--- config.mk ---
export PLATFORM = sky130hd
export DESIGN_NAME = drive_sequencer_flat
export DESIGN_NICKNAME = d
export VERILOG_FILES = /design/src/rtl/drive_sequencer_if.sv /design/src/rtl/drive_sequencer.sv /design/src/flat_wrapper.sv
export SDC_FILE = /design/constraint.sdc
export NUM_CORES = 1
export LEC_CHECK = 0
export BUFFER_PORTS_ARGS = -buffer_cell sky130_fd_sc_hd__buf_2
export CORE_MARGIN = 1
export CORE_UTILIZATION = 59
export CTS_CLUSTER_DIAMETER = 100
export CTS_CLUSTER_SIZE = 14
export DETAILED_ROUTE_END_ITERATION = 10
export GPL_TIMING_DRIVEN = 0
export PLACE_DENSITY_LB_ADDON = 0.05
export SYNTH_ARGS = -nofsm -noshare
export SYNTH_HDL_FRONTEND = slang
export SYNTH_SLANG_ARGS = --single-unit
--- constraint.sdc ---
create_clock -name clk_clk -period 7.1 [get_ports clk_clk]
set_clock_uncertainty 0.2 [all_clocks]
set_input_delay 0.71 -clock clk_clk [delete_from_list [all_inputs] [get_ports clk_clk]]
set_output_delay 0.71 -clock clk_clk [all_outputs]
set_load 0.005 [all_outputs]
--- src/rtl/drive_sequencer_if.sv ---
// Command bus between the Nios command PIOs and the drive sequencer.
// Handshake: a command transfers on every clock edge where cmd_valid and cmd_ready are both high; payload is sampled only on that edge.
interface drive_sequencer_if;
  logic        cmd_valid;
  logic        cmd_ready;
  logic [6:0]  cmd_speed;
  logic        cmd_reverse;
  logic [15:0] cmd_dist_cm;

  modport master (output cmd_valid, cmd_speed, cmd_reverse, cmd_dist_cm, input cmd_ready);
  modport slave  (input cmd_valid, cmd_speed, cmd_reverse, cmd_dist_cm, output cmd_ready);
endinterface

--- src/rtl/drive_sequencer.sv ---
// Ramp-limited motion sequencer with light/obstacle speed ceilings and braked direction reversal.
// Optional ESTOP_EN: red/obstacle force drive_speed to 0 on the next cycle instead of ramping down.
module drive_sequencer #(
  parameter int unsigned RAMP_DIV   = 50000,
  parameter int unsigned YELLOW_PCT = 30,
  parameter int unsigned STOP_CM    = 20,
  parameter int unsigned DIR_WAIT   = 1000
) (
  input  logic               clk_clk,
  input  logic               reset_reset,
  drive_sequencer_if.slave   cmd,
  input  logic               greenlight,
  input  logic               yellowlight,
  input  logic               redlight,
  input  logic [8:0]         flsensor_cm,
  input  logic [8:0]         frsensor_cm,
  input  logic [31:0]        encoder_cm,
  output logic [6:0]         drive_speed,
  output logic               reverse,
  output logic               encoder_reset,
  output logic               done,
  output logic [2:0]         state
);

  localparam logic [2:0] S_IDLE   = 3'd0;
  localparam logic [2:0] S_ACCEPT = 3'd1;
  localparam logic [2:0] S_RUN    = 3'd2;
  localparam logic [2:0] S_BRAKE  = 3'd3;
  localparam logic [2:0] S_DWELL  = 3'd4;

  localparam int RW = $clog2(RAMP_DIV + 1);
  localparam int DW = $clog2(DIR_WAIT + 1);

`ifdef ESTOP_EN
  localparam bit ESTOP = 1'b1;
`else
  localparam bit ESTOP = 1'b0;
`endif

  logic [RW-1:0] ramp_cnt;
  logic          ramp_tick;
  logic [DW-1:0] dwell_cnt;
  logic [1:0]    red_sync, yel_sync, grn_sync;
  logic [6:0]    lat_speed;
  logic          lat_reverse;
  logic [15:0]   lat_dist;
  logic          flip_pending;
  logic          run_first;
  logic [8:0]    min_cm;
  logic          red_eff, yel_eff, obstacle, stop_cond;
  logic [6:0]    ceiling, target, clamped;
  logic          accept, dist_hit;

  assign cmd.cmd_ready = (state == S_IDLE) || (state == S_RUN);
  assign accept        = cmd.cmd_valid & cmd.cmd_ready;
  assign clamped       = (cmd.cmd_speed > 7'd100) ? 7'd100 : cmd.cmd_speed;
  assign ramp_tick     = (ramp_cnt == RW'(RAMP_DIV - 1));
  // Encoder may still show the previous move's distance right after ACCEPT.
  assign dist_hit      = ~run_first && (lat_dist != 16'd0) && (encoder_cm >= {16'd0, lat_dist});

  always_ff @(posedge clk_clk or posedge reset_reset) begin
    if (reset_reset) begin
      red_sync <= 2'b00;
      yel_sync <= 2'b00;
      grn_sync <= 2'b00;
    end else begin
      red_sync <= {red_sync[0], redlight};
      yel_sync <= {yel_sync[0], yellowlight};
      grn_sync <= {grn_sync[0], greenlight};
    end
  end

  // Green only masks red/yellow; it never raises the ceiling by itself.
  always_comb begin
    min_cm    = (flsensor_cm < frsensor_cm) ? flsensor_cm : frsensor_cm;
    red_eff   = red_sync[1] & ~grn_sync[1];
    yel_eff   = yel_sync[1] & ~grn_sync[1];
    obstacle  = ~reverse & ({1'b0, min_cm} < 10'(STOP_CM));
    stop_cond = red_eff | obstacle;
    if (stop_cond)
      ceiling = 7'd0;
    else if (yel_eff && (lat_speed > 7'(YELLOW_PCT)))
      ceiling = 7'(YELLOW_PCT);
    else
      ceiling = lat_speed;
    target = ((state == S_ACCEPT) || (state == S_RUN)) ? ceiling : 7'd0;
  end

  always_ff @(posedge clk_clk or posedge reset_reset) begin
    if (reset_reset)
      ramp_cnt <= '0;
    else if (ramp_tick)
      ramp_cnt <= '0;
    else
      ramp_cnt <= ramp_cnt + 1'b1;
  end

  always_ff @(posedge clk_clk or posedge reset_reset) begin
    if (reset_reset)
      drive_speed <= 7'd0;
    else if (ESTOP && stop_cond)
      drive_speed <= 7'd0;
    else if (ramp_tick && (drive_speed != target))
      drive_speed <= (drive_speed < target) ? drive_speed + 7'd1 : drive_speed - 7'd1;
  end

  // reverse only moves on entry to ACCEPT, which is always reached at zero speed or with unchanged direction.
  always_ff @(posedge clk_clk or posedge reset_reset) begin
    if (reset_reset) begin
      state         <= S_IDLE;
      reverse       <= 1'b0;
      encoder_reset <= 1'b0;
      done          <= 1'b0;
      lat_speed     <= 7'd0;
      lat_reverse   <= 1'b0;
      lat_dist      <= 16'd0;
      flip_pending  <= 1'b0;
      run_first     <= 1'b0;
      dwell_cnt     <= '0;
    end else begin
      encoder_reset <= 1'b0;
      done          <= 1'b0;
      if (accept) begin
        lat_speed   <= clamped;
        lat_reverse <= cmd.cmd_reverse;
        lat_dist    <= cmd.cmd_dist_cm;
      end
      case (state)
        S_IDLE: begin
          if (accept) begin
            state         <= S_ACCEPT;
            reverse       <= cmd.cmd_reverse;
            encoder_reset <= 1'b1;
          end
        end
        S_ACCEPT: begin
          state     <= S_RUN;
          run_first <= 1'b1;
        end
        S_RUN: begin
          run_first <= 1'b0;
          if (accept) begin
            if (cmd.cmd_reverse == reverse) begin
              state         <= S_ACCEPT;
              encoder_reset <= 1'b1;
            end else begin
              state        <= S_BRAKE;
              flip_pending <= 1'b1;
            end
          end else if (dist_hit) begin
            state        <= S_BRAKE;
            flip_pending <= 1'b0;
          end
        end
        S_BRAKE: begin
          if (drive_speed == 7'd0) begin
            state     <= S_DWELL;
            dwell_cnt <= '0;
          end
        end
        S_DWELL: begin
          if (dwell_cnt == DW'(DIR_WAIT - 1)) begin
            if (flip_pending) begin
              state         <= S_ACCEPT;
              reverse       <= lat_reverse;
              encoder_reset <= 1'b1;
            end else begin
              state <= S_IDLE;
              done  <= 1'b1;
            end
          end else begin
            dwell_cnt <= dwell_cnt + 1'b1;
          end
        end
        default: state <= S_IDLE;
      endcase
    end
  end

endmodule

--- src/flat_wrapper.sv ---
// flat-port wrapper written by rule: the top's interface ports become plain ports
module drive_sequencer_flat 
#(
  parameter int unsigned RAMP_DIV   = 50000,
  parameter int unsigned YELLOW_PCT = 30,
  parameter int unsigned STOP_CM    = 20,
  parameter int unsigned DIR_WAIT   = 1000
)
  (clk_clk, reset_reset, greenlight, yellowlight, redlight, flsensor_cm, frsensor_cm, encoder_cm, drive_speed, reverse, encoder_reset, done, state, cmd_cmd_valid, cmd_cmd_speed, cmd_cmd_reverse, cmd_cmd_dist_cm, cmd_cmd_ready);
  drive_sequencer_if cmd_i ();
  input  logic clk_clk;
  input  logic reset_reset;
  input  logic greenlight;
  input  logic yellowlight;
  input  logic redlight;
  input  logic [8:0] flsensor_cm;
  input  logic [8:0] frsensor_cm;
  input  logic [31:0] encoder_cm;
  output logic [6:0] drive_speed;
  output logic reverse;
  output logic encoder_reset;
  output logic done;
  output logic [2:0] state;
  input wire logic [$bits(cmd_i.cmd_valid)-1:0] cmd_cmd_valid;
  input wire logic [$bits(cmd_i.cmd_speed)-1:0] cmd_cmd_speed;
  input wire logic [$bits(cmd_i.cmd_reverse)-1:0] cmd_cmd_reverse;
  input wire logic [$bits(cmd_i.cmd_dist_cm)-1:0] cmd_cmd_dist_cm;
  output wire logic [$bits(cmd_i.cmd_ready)-1:0] cmd_cmd_ready;
  assign cmd_i.cmd_valid = cmd_cmd_valid;
  assign cmd_i.cmd_speed = cmd_cmd_speed;
  assign cmd_i.cmd_reverse = cmd_cmd_reverse;
  assign cmd_i.cmd_dist_cm = cmd_cmd_dist_cm;
  assign cmd_cmd_ready = cmd_i.cmd_ready;
  drive_sequencer #(.RAMP_DIV(RAMP_DIV), .YELLOW_PCT(YELLOW_PCT), .STOP_CM(STOP_CM), .DIR_WAIT(DIR_WAIT)) u_core (.clk_clk(clk_clk), .reset_reset(reset_reset), .cmd(cmd_i), .greenlight(greenlight), .yellowlight(yellowlight), .redlight(redlight), .flsensor_cm(flsensor_cm), .frsensor_cm(frsensor_cm), .encoder_cm(encoder_cm), .drive_speed(drive_speed), .reverse(reverse), .encoder_reset(encoder_reset), .done(done), .state(state));
endmodule
==> results of run 1 <==
-- cells by family (layout without fill, tap and decap cells) --
| group | count (synthesis) | after routing |
|---|---|---|
| DFF | 71 | 71 |
| AOI/OAI and AO/OA | 74 | 74 |
| buffers and inverters | 42 | 149 |
| xor gates and xnor gates | 27 | 27 |
| adders and majority gates | 40 | 40 |
| and+or+nand+nor | 142 | 142 |
| muxes | 24 | 24 |
-- power groups by stage --
| stage | Combinational [mW] | Sequential, mW | Clock, mW |
|---|---|---|---|
| finish | 0.625 | 0.577 | 0.428 |
| global route | 0.719 | 0.589 | 0.450 |
| CTS | 0.634 | 0.574 | 0.434 |
| detailed placement | 0.631 | 0.581 | 0 |
| global placement | 0.600 | 0.577 | 0 |
| floorplan | 0.479 | 0.560 | 0 |
-- final timing paths --
path / endpoint / cells after the start / slack, ns / start
setup / recovery: u_core.drive_speed[6] / 19 / 1.59 / flsensor_cm[6]
hold / removal: u_core.grn_sync[1] / 0 / 0.15 / u_core.grn_sync[0]
setup reg to reg: u_core.drive_speed[6] / 17 / 2.14 / u_core.state[0]
hold reg to reg: u_core.grn_sync[1] / 0 / 0.15 / u_core.grn_sync[0]
max in group asynchronous: u_core.ramp_cnt[0] / 2 / 5.82 / reset_reset
min in group asynchronous: u_core.drive_speed[1] / 2 / 0.35 / reset_reset
-- final cells by class --
type,count,share of cell area (%)
buffer,8,0.9711
clock buffer,10,2.739
clock inverter,5,2.565
inverter,34,2.590
multi-input combinational,307,44.22
sequential,71,35.36
tap,96,2.390
timing repair buffer,92,9.163
-- placed cells by master, fill, tap and decap left out, types with 13 or more instances in the layout --
cell type and instances:
nand2_1 35, nor2_1 32, xor2_1 14, o21ai_0 26, buf_2 95, xnor2_1 13, dfrtp_1 71, ha_1 39
nand3_1 17, inv_1 33, mux2_2 20, nand4_1 14, a21oi_1 16
-- through the flow --
stage	area (µm²)	power, mW	hold WS, ns
3_3_place_gp	4756	1.177	0.1345
4_1_cts	5025	1.642	0.1518
2_1_floorplan	4175	1.039	0.1312
6_report	5025	1.630	0.1495
3_5_place_dp	4758	1.212	0.1355
5_1_grt	5025	1.758	0.1636
-- worst max-delay path, cell delays in order --
cell and delay (ns):
buf_2 0.11, ha_1 0.31, a21o_1 0.17, a21o_1 0.18, a221o_1 0.29, a31oi_1 0.27
mux2i_1 0.49, o21ai_0 0.20, ha_1 0.35, nor2b_1 0.14, a221oi_1 0.09, o21ai_0 0.88
ha_1 0.44, a211oi_1 0.26, o21bai_1 0.11, a21oi_1 0.18, xnor2_1 0.14, nand2b_1 0.09
xnor2_1 0.13
-- registers in the layout, indices dropped and copies added (netlist names), 2 cells and up --
signal / count
u_core.drive_speed: 7
u_core.ramp_cnt: 16
u_core.lat_dist: 16
u_core.red_sync: 2
u_core.state: 3
u_core.grn_sync: 2
u_core.dwell_cnt: 10
u_core.lat_speed: 7
u_core.yel_sync: 2
-- layer usage --
layer	routed length (µm)	track usage (%)	share of wire, %
met3	399	3.754	4.6
met4	185	11.36	2.2
met5	0	0	0
met1	3836	31.69	45
met2	4168	42.57	49
-- cells in the mapped netlist (all sizes together) (13+ instances only) --
library cell | count | area, µm²
dfrtp | 71 | 1777
ha | 39 | 488.0
nand2 | 35 | 131.4
inv | 34 | 127.6
nor2 | 33 | 131.4
o21ai | 28 | 143.9
mux2 | 22 | 255.3
nand3 | 17 | 85.08
a21oi | 16 | 80.08
nand4 | 14 | 87.58
nor4 | 14 | 108.9
xor2 | 14 | 122.6
xnor2 | 13 | 113.9
==> results.toml, run 1 <==
[sta]
fin_setup_tns_ns = 0
finalSetupViolCount = 0
tightestPinTransition_ns = 1.105
layout_setup_ws_ns = 1.586
hold_viol = 0
fmax_mhz = 181.3
rsz0062_at_grt = "false"
relSlewSlack_pct = 25.54
period_share_pct = 77.67
maxSlewViolCount = 0
period_needed_ns = 5.514

[die]
start_util_pct = 61.12
coreArea_mm2 = 0.006832
rows = 30
fp.dieH_um = 86.13
pin_count = 94
die_x_um = 86.13
fp.dieArea_mm2 = 0.007418

[yosys]
postSynthNetCount = 540
synthSimpleGateAreaFrac_pct = 17.77
synth_compound_area_share_pct = 11.03
ys_seq_elements = 71
synth_cells = 420
synth_top_family_by_area = "simple AND/OR/NAND/NOR gates"
syn_avg_cell_area_um2 = 9.941
synth_mux_area_share_pct = 6.593
synth_fa_ha_area_share_pct = 12.17
ys_types = 50
synth_async_sr_flop_share_pct = 100.0
yosys_warnings = 0
synth_edf_count = 0
synth_seq_area_share_pct = 42.55
ys_dominant_reg_cell = "dfrtp_1"
synth_xor_area_share_pct = 5.664
netlist_area_mm2 = 0.004175

[power_and_ir_drop]
p_sw_mw = 0.5654
switching_share_pct = 34.69
clock_power_share_pct = 26.2
powerDensity_mw_per_mm2 = 324.4
max-vdd-ir-drop_mv = 0.2259
leakage_nw = 2.530
p_comb_share_pct = 38.4
p_int_mw = 1.064
p_seq_share_pct = 35.4

[placed_design]
dp_slack_ns = 1.151
place_hpwl_um = 6633
place.gp.congestion = 0.8073
place_inst = 608
port_buffers = 92

[layout]
diodes = 0
multiInputGateArea_mm2 = 0.002222
n_fill_cell = 532
final_layout_size_suffix_gt1_share_pct = 27.13
finalNonFillerCells = 623
nets = 643
synthToLayoutAreaGrowth_pct = 20.35
seqCellArea_mm2 = 0.001777
post-route-util_pct = 73.55

[clocking]
cts_tree = "built"
root_buffer = "clkbuf_8"
clock_latency_ns = 0.35
postCtsSetupRepairBufs = 0
htree_levels = 3
clkSinkCount = 71
cts_buffer_depth = 2
path_clk_slew_ns = 0.07
cts_buffers = 9
cts_resized = 0
postCtsHoldBufs = 0

[route]
routed_wl_um = 8590
final_antenna_net_count = 0
drtIter0Drc = 160
drc_errors = 0
vias = 3431
via_per_inst = 5.507
first_pass_iters = 4
wire_per_inst_um = 13.79

[grt]
grt_usage_pct = 25.06
antenna_found_initial = 0
grt-ovfl-total = 0
grt_pass1_wl_um = 14390
grt_pass1_vias = 3300
grt_max_degree = 72

[job]
max_cap_violations = 0

[worst_setup_path]
cp-end-kind = "register"
critPathArrivalTime_ns = 5.53
required_ns = 7.12
path_class = "in2reg"
cp-start-kind = "input port"
cp_max_fo = 8

[outcome]
status = "finished clean"

[worst_hold_path]
hp-class = "reg2reg"
No activity file was read; power rests on OpenSTA's default activity.
==> run 2: changes to the inputs <==
CORE_UTILIZATION = 49   (was 59)
clock period = 4.87 ns   (was 7.1 ns; I/O delays follow)
==> run 2 against run 1 <==
Effect of this change:
- power increased by 38%
- via count decreased by 0.99%
- sequential power increased by 46%
- non-clock buffer count increased by 6
==> results.toml, run 2 (synthesis gave the netlist of run 1 again) <==
[placed_design]
place.gp.congestion = 0.8256
place_hpwl_um = 6576
place_area_mm2 = 0.004770
port_buffers = 92
dp_slack_ns = -0.6991

[power_and_ir_drop]
powerDensity_mw_per_mm2 = 453.1
finalPower_mw = 2.254
leakage_nw = 2.507
max-vdd-ir-drop_mv = 0.2958

[layout]
layout_commonest_cell = "buf_2"
n_fill_cell = 749
synthToLayoutAreaGrowth_pct = 19.12
final_cell_mix = "95 x buf_2, 71 x dfrtp_1, 39 x ha_1"
diodes = 0
final_layout_size_suffix_gt1_share_pct = 27.87
fin_area_mm2 = 0.004974
nets = 649
largestRegisters = "u_core.lat_dist (16), u_core.ramp_cnt (16), u_core.dwell_cnt (10)"

[sta]
tightestPinTransition_ns = 0.8564
finalSetupViolCount = 0
layout_setup_ws_ns = 0.2308
rsz0062_at_grt = "false"
fin_setup_tns_ns = 0
fmax_mhz = 215.6
period_share_pct = 95.26
period_needed_ns = 4.639
relSlewSlack_pct = 42.91
hold_viol = 0
maxSlewViolCount = 0

[worst_setup_path]
cp_max_fo = 6
critPathArrivalTime_ns = 4.67
path_buf_inv = 3
critPathMaxStageDelay_ns = 0.39
path_cells = "buf_2 -> inv_1 -> ha_1 -> a21o_1 -> a21o_1 -> a221o_1 -> a31oi_1 -> mux2i_2 -> o21ai_0 -> ha_1 -> nor2b_1 -> a221oi_1 -> o21ai_2 -> buf_4 -> ha_1 -> a21o_1 -> a21oi_1 -> o21bai_1 -> a21oi_1 -> xor2_1 -> o21ai_0"
cp-end-kind = "register"
cp_slowest_cell = "mux2i_2"
path_class = "in2reg"
cp_top_family = "compound AO/OA/AOI/OAI gates"
cp-start-kind = "input port"
required_ns = 4.90

[route]
final_antenna_net_count = 0
first_pass_iters = 4
drc_errors = 0
via_per_inst = 5.341
routed_wl_um = 8676
drtIter0Drc = 106
vias = 3397
wire_per_inst_um = 13.64

[clocking]
postCtsHoldBufs = 0
clock_latency_ns = 0.34
cts_buffer_depth = 2
root_buffer = "clkbuf_8"
cts_tree = "built"
path_clk_slew_ns = 0.07
clkSinkCount = 71
cts_buffers = 9
htree_levels = 3

[grt]
grt_usage_pct = 20.67
grt_pass1_wl_um = 14210
grt_max_degree = 72
grt_pass1_vias = 3293
antenna_found_initial = 0
grt-ovfl-total = 0

[outcome]
status = "finished clean"

[die]
coreArea_mm2 = 0.008217
die_x_um = 94.31
fp.dieH_um = 94.31
pin_count = 94
start_util_pct = 50.81
rows = 33
fp.dieArea_mm2 = 0.008894

[worst_hold_path]
hp-class = "in2reg"

[job]
max_cap_violations = 0
[run 2: metal layers]
| layer | up-vias | GRT usage (%) | wire length (µm) |
|---|---|---|---|
| li1 | 1711 | - | - |
| met1 | 1589 | 26.73 | 4165 |
| met2 | 87 | 34.30 | 3952 |
| met3 | 10 | 4.369 | 434 |
| met4 | 0 | 7.051 | 124 |
| met5 | - | 0 | 0 |
[run 2: final timing paths]
check                                   start                     to  slack [ns]  cells after the start
max                            frsensor_cm[6]  u_core.drive_speed[5]        0.23                     21
min                                  redlight     u_core.red_sync[0]        0.05                      1
max reg2reg                   u_core.state[0]  u_core.drive_speed[5]        0.58                     18
min reg2reg                u_core.grn_sync[0]     u_core.grn_sync[1]        0.15                      0
max in group asynchronous         reset_reset    u_core.dwell_cnt[9]        3.80                      2
min in group asynchronous         reset_reset     u_core.lat_dist[6]        0.13                      2
[run 2: worst reg2reg max path, stage by stage, from the launching register on]
cell      delay [ns]
dfrtp_1         0.41
buf_2           0.20
xnor2_1         0.16
nor3_1          0.30
nand2_1         0.12
mux2i_2         0.31
o21ai_0         0.20
ha_1            0.34
nor2b_1         0.14
a221oi_1        0.31
o21ai_2         0.16
buf_4           0.17
ha_1            0.27
a21o_1          0.17
a21oi_1         0.23
o21bai_1        0.09
a21oi_1         0.18
xor2_1          0.16
o21ai_0         0.08
[run 2: area by class of cell]
class / count / area (µm²) / area share, %
Clock buffer: 11 / 141.4 / 2.843
Timing Repair Buffer: 98 / 505.5 / 10.16
Clock inverter: 2 / 10.01 / 0.2013
Sequential cell: 71 / 1777 / 35.72
Inverter: 34 / 130.1 / 2.616
Multi-Input combinational cell: 307 / 2230 / 44.83
Tap cell: 105 / 131.4 / 2.642
Buffer: 8 / 48.80 / 0.9811
[run 2: what timing repair did]
item	in CTS	in global routing
endpoints found under the setup margin	4	2
gates cloned	0	0
buffers inserted	0	6
pin swaps	0	1
resized for setup	2	1
[run 2: power by group]
part	switching (mW)	leakage [nW]	total, mW	internal [mW]
clock network	0.203	0.0809	0.391	0.189
registers	0.114	0.897	0.840	0.726
logic	0.518	1.53	1.02	0.505
[run 2: metrics by stage]
| stage | instances | util, % | hold slack, ns |
|---|---|---|---|
| 4_1_cts | 630 | 59.94 | 0.03550 |
| 6_report | 636 | 60.53 | 0.04840 |
| 2_1_floorplan | 420 | - | 0.1312 |
| 3_3_place_gp | 617 | 58.02 | 0.1341 |
| 5_1_grt | 636 | 60.53 | 0.03053 |
| 3_5_place_dp | 617 | 58.05 | 0.1358 |
==> run 3: changes to the inputs <==
CORE_UTILIZATION = 55   (was 49)
SKIP_LAST_GASP = 1   (was default)
clock period = 5.08 ns   (was 4.87 ns; I/O delays follow)
==> run 3 against run 2 <==
Effect of this change:
- global-route usage rose by 1.1 points
- critical path type unchanged
- combinational power fell by 13%
- sequential share of layout area fell by 0.099 points
- count of clock-buffer cells in the layout fell by 1
- design area rose by 0.28%
- hold slack improved by 0.012 ns
- register-to-register slack improved by 0.02 ns
- wire length fell by 3.1%
- power fell by 3.1%
==> results.toml, run 3 (synthesis gave the netlist of run 1 again) <==
[power_and_ir_drop]
powerDensity_mw_per_mm2 = 437.9
leakage_nw = 2.505
max-vdd-ir-drop_mv = 0.2473

[sta]
hold_viol = 0
period_share_pct = 95.13
layout_setup_ws_ns = 0.2475
fin_setup_tns_ns = 0
relSlewSlack_pct = 43.22
maxSlewViolCount = 0
period_needed_ns = 4.833
fmax_mhz = 206.9
rsz0062_at_grt = "false"
finalSetupViolCount = 0
tightestPinTransition_ns = 0.8516

[layout]
final_layout_size_suffix_gt1_share_pct = 27.27
synthToLayoutAreaGrowth_pct = 19.45
diodes = 0
nets = 643
layout_commonest_cell = "buf_2"
final_cell_mix = "95 x buf_2, 71 x dfrtp_1, 39 x ha_1"
largestRegisters = "u_core.lat_dist (16), u_core.ramp_cnt (16), u_core.dwell_cnt (10)"

[outcome]
status = "finished clean"

[clocking]
clkSinkCount = 71
path_clk_slew_ns = 0.08
clock_latency_ns = 0.35
cts_tree = "built"
root_buffer = "clkbuf_8"
postCtsHoldBufs = 0
cts_buffers = 9
htree_levels = 3
cts_buffer_depth = 2

[worst_hold_path]
hp-class = "in2reg"
hp-start = "yellowlight"

[grt]
antenna_found_initial = 0
grt_pass1_vias = 2972
grt-ovfl-total = 0
grt_pass1_wl_um = 13050
grt_max_degree = 72
grt_usage_pct = 21.74

[worst_setup_path]
crit_start = "flsensor_cm[6]"
path_class = "in2reg"
cp-end-kind = "register"
r2r_start = "u_core.state[0]"
cp_max_fo = 8
cp-start-kind = "input port"
critPathMaxStageDelay_ns = 0.47
cp_slowest_cell = "fa_1"
required_ns = 5.12
path_cells = "buf_2 -> ha_1 -> a21o_1 -> a21o_1 -> a221o_1 -> a31oi_1 -> mux2i_1 -> o21ai_0 -> ha_1 -> nor2b_1 -> a221oi_1 -> o21ai_2 -> fa_1 -> a211oi_1 -> o21bai_1 -> a21oi_1 -> xnor2_1 -> nand2b_1 -> xnor2_1"
critPathArrivalTime_ns = 4.87

[die]
fp.dieArea_mm2 = 0.007944
pin_count = 94
fp.dieH_um = 89.13
rows = 31
die_x_um = 89.13
start_util_pct = 57.26
coreArea_mm2 = 0.007292

[route]
first_pass_iters = 4
drc_errors = 0
vias = 3314
final_antenna_net_count = 0
routed_wl_um = 8406
via_per_inst = 5.285
drtIter0Drc = 76
wire_per_inst_um = 13.41

[placed_design]
place_hpwl_um = 6425
port_buffers = 92
place.gp.congestion = 0.8259
dp_slack_ns = -0.4952

[job]
max_cap_violations = 0
[run 3: worst paths after layout]
check	slack, ns	endpoint	cells after the start
min in group asynchronous	0.13	u_core.drive_speed[3]	2
min	0.06	u_core.yel_sync[0]	1
max in group asynchronous	3.99	u_core.grn_sync[1]	2
min reg2reg	0.15	u_core.grn_sync[1]	0
max	0.25	u_core.drive_speed[6]	19
max reg2reg	0.60	u_core.drive_speed[6]	17
[run 3: power breakdown]
group	total [mW]	switching, mW	internal, mW
logic	0.886	0.475	0.410
registers	0.801	0.106	0.696
clock network	0.497	0.217	0.280
total	2.18	0.798	1.39
[run 3: layout make-up]
type                            count  area, µm²
Buffer                              8      48.80
Clock buffer                       10      127.6
Clock inverter                      6      93.84
Fill cell                         610       2305
Inverter                           34      130.1
Multi-Input combinational cell    307       2226
Sequential cell                    71       1777
Tap cell                           99      123.9
Timing Repair Buffer               92      460.4
[run 3: metal layers]
layer | GRT usage (%) | routed length [µm]
met1 | 27.57 | 3876
met2 | 36.92 | 4041
met3 | 4.340 | 376
met4 | 8.225 | 112
met5 | 0 | 0
[run 3: through the flow]
step                      hold WS (ns)  cells  cell area, µm²  util, %  power (mW)
after floorplan                 0.1312    420            4175        -       1.452
after global placement          0.1352    611            4760    65.27       1.648
after detailed placement        0.1355    611            4762    65.31       1.691
after CTS                      0.04818    627            4984    68.34       2.200
after global routing           0.04591    627            4987    68.39       2.361
final                          0.06067    627            4987    68.39       2.184
[run 3: critical path: cells and delay by family]
family	cells	cell delay (ns)
simple gates	2	0.25
compound gates	10	2.22
buf+inv	1	0.11
mux	1	0.39
xor+xnor	2	0.28
fa+ha+maj	3	1.11
[run 3: what timing repair did]
item | in CTS | in global routing
setup buffers | 0 | 0
resized for setup | 1 | 1
endpoints found under the setup margin | 2 | 1
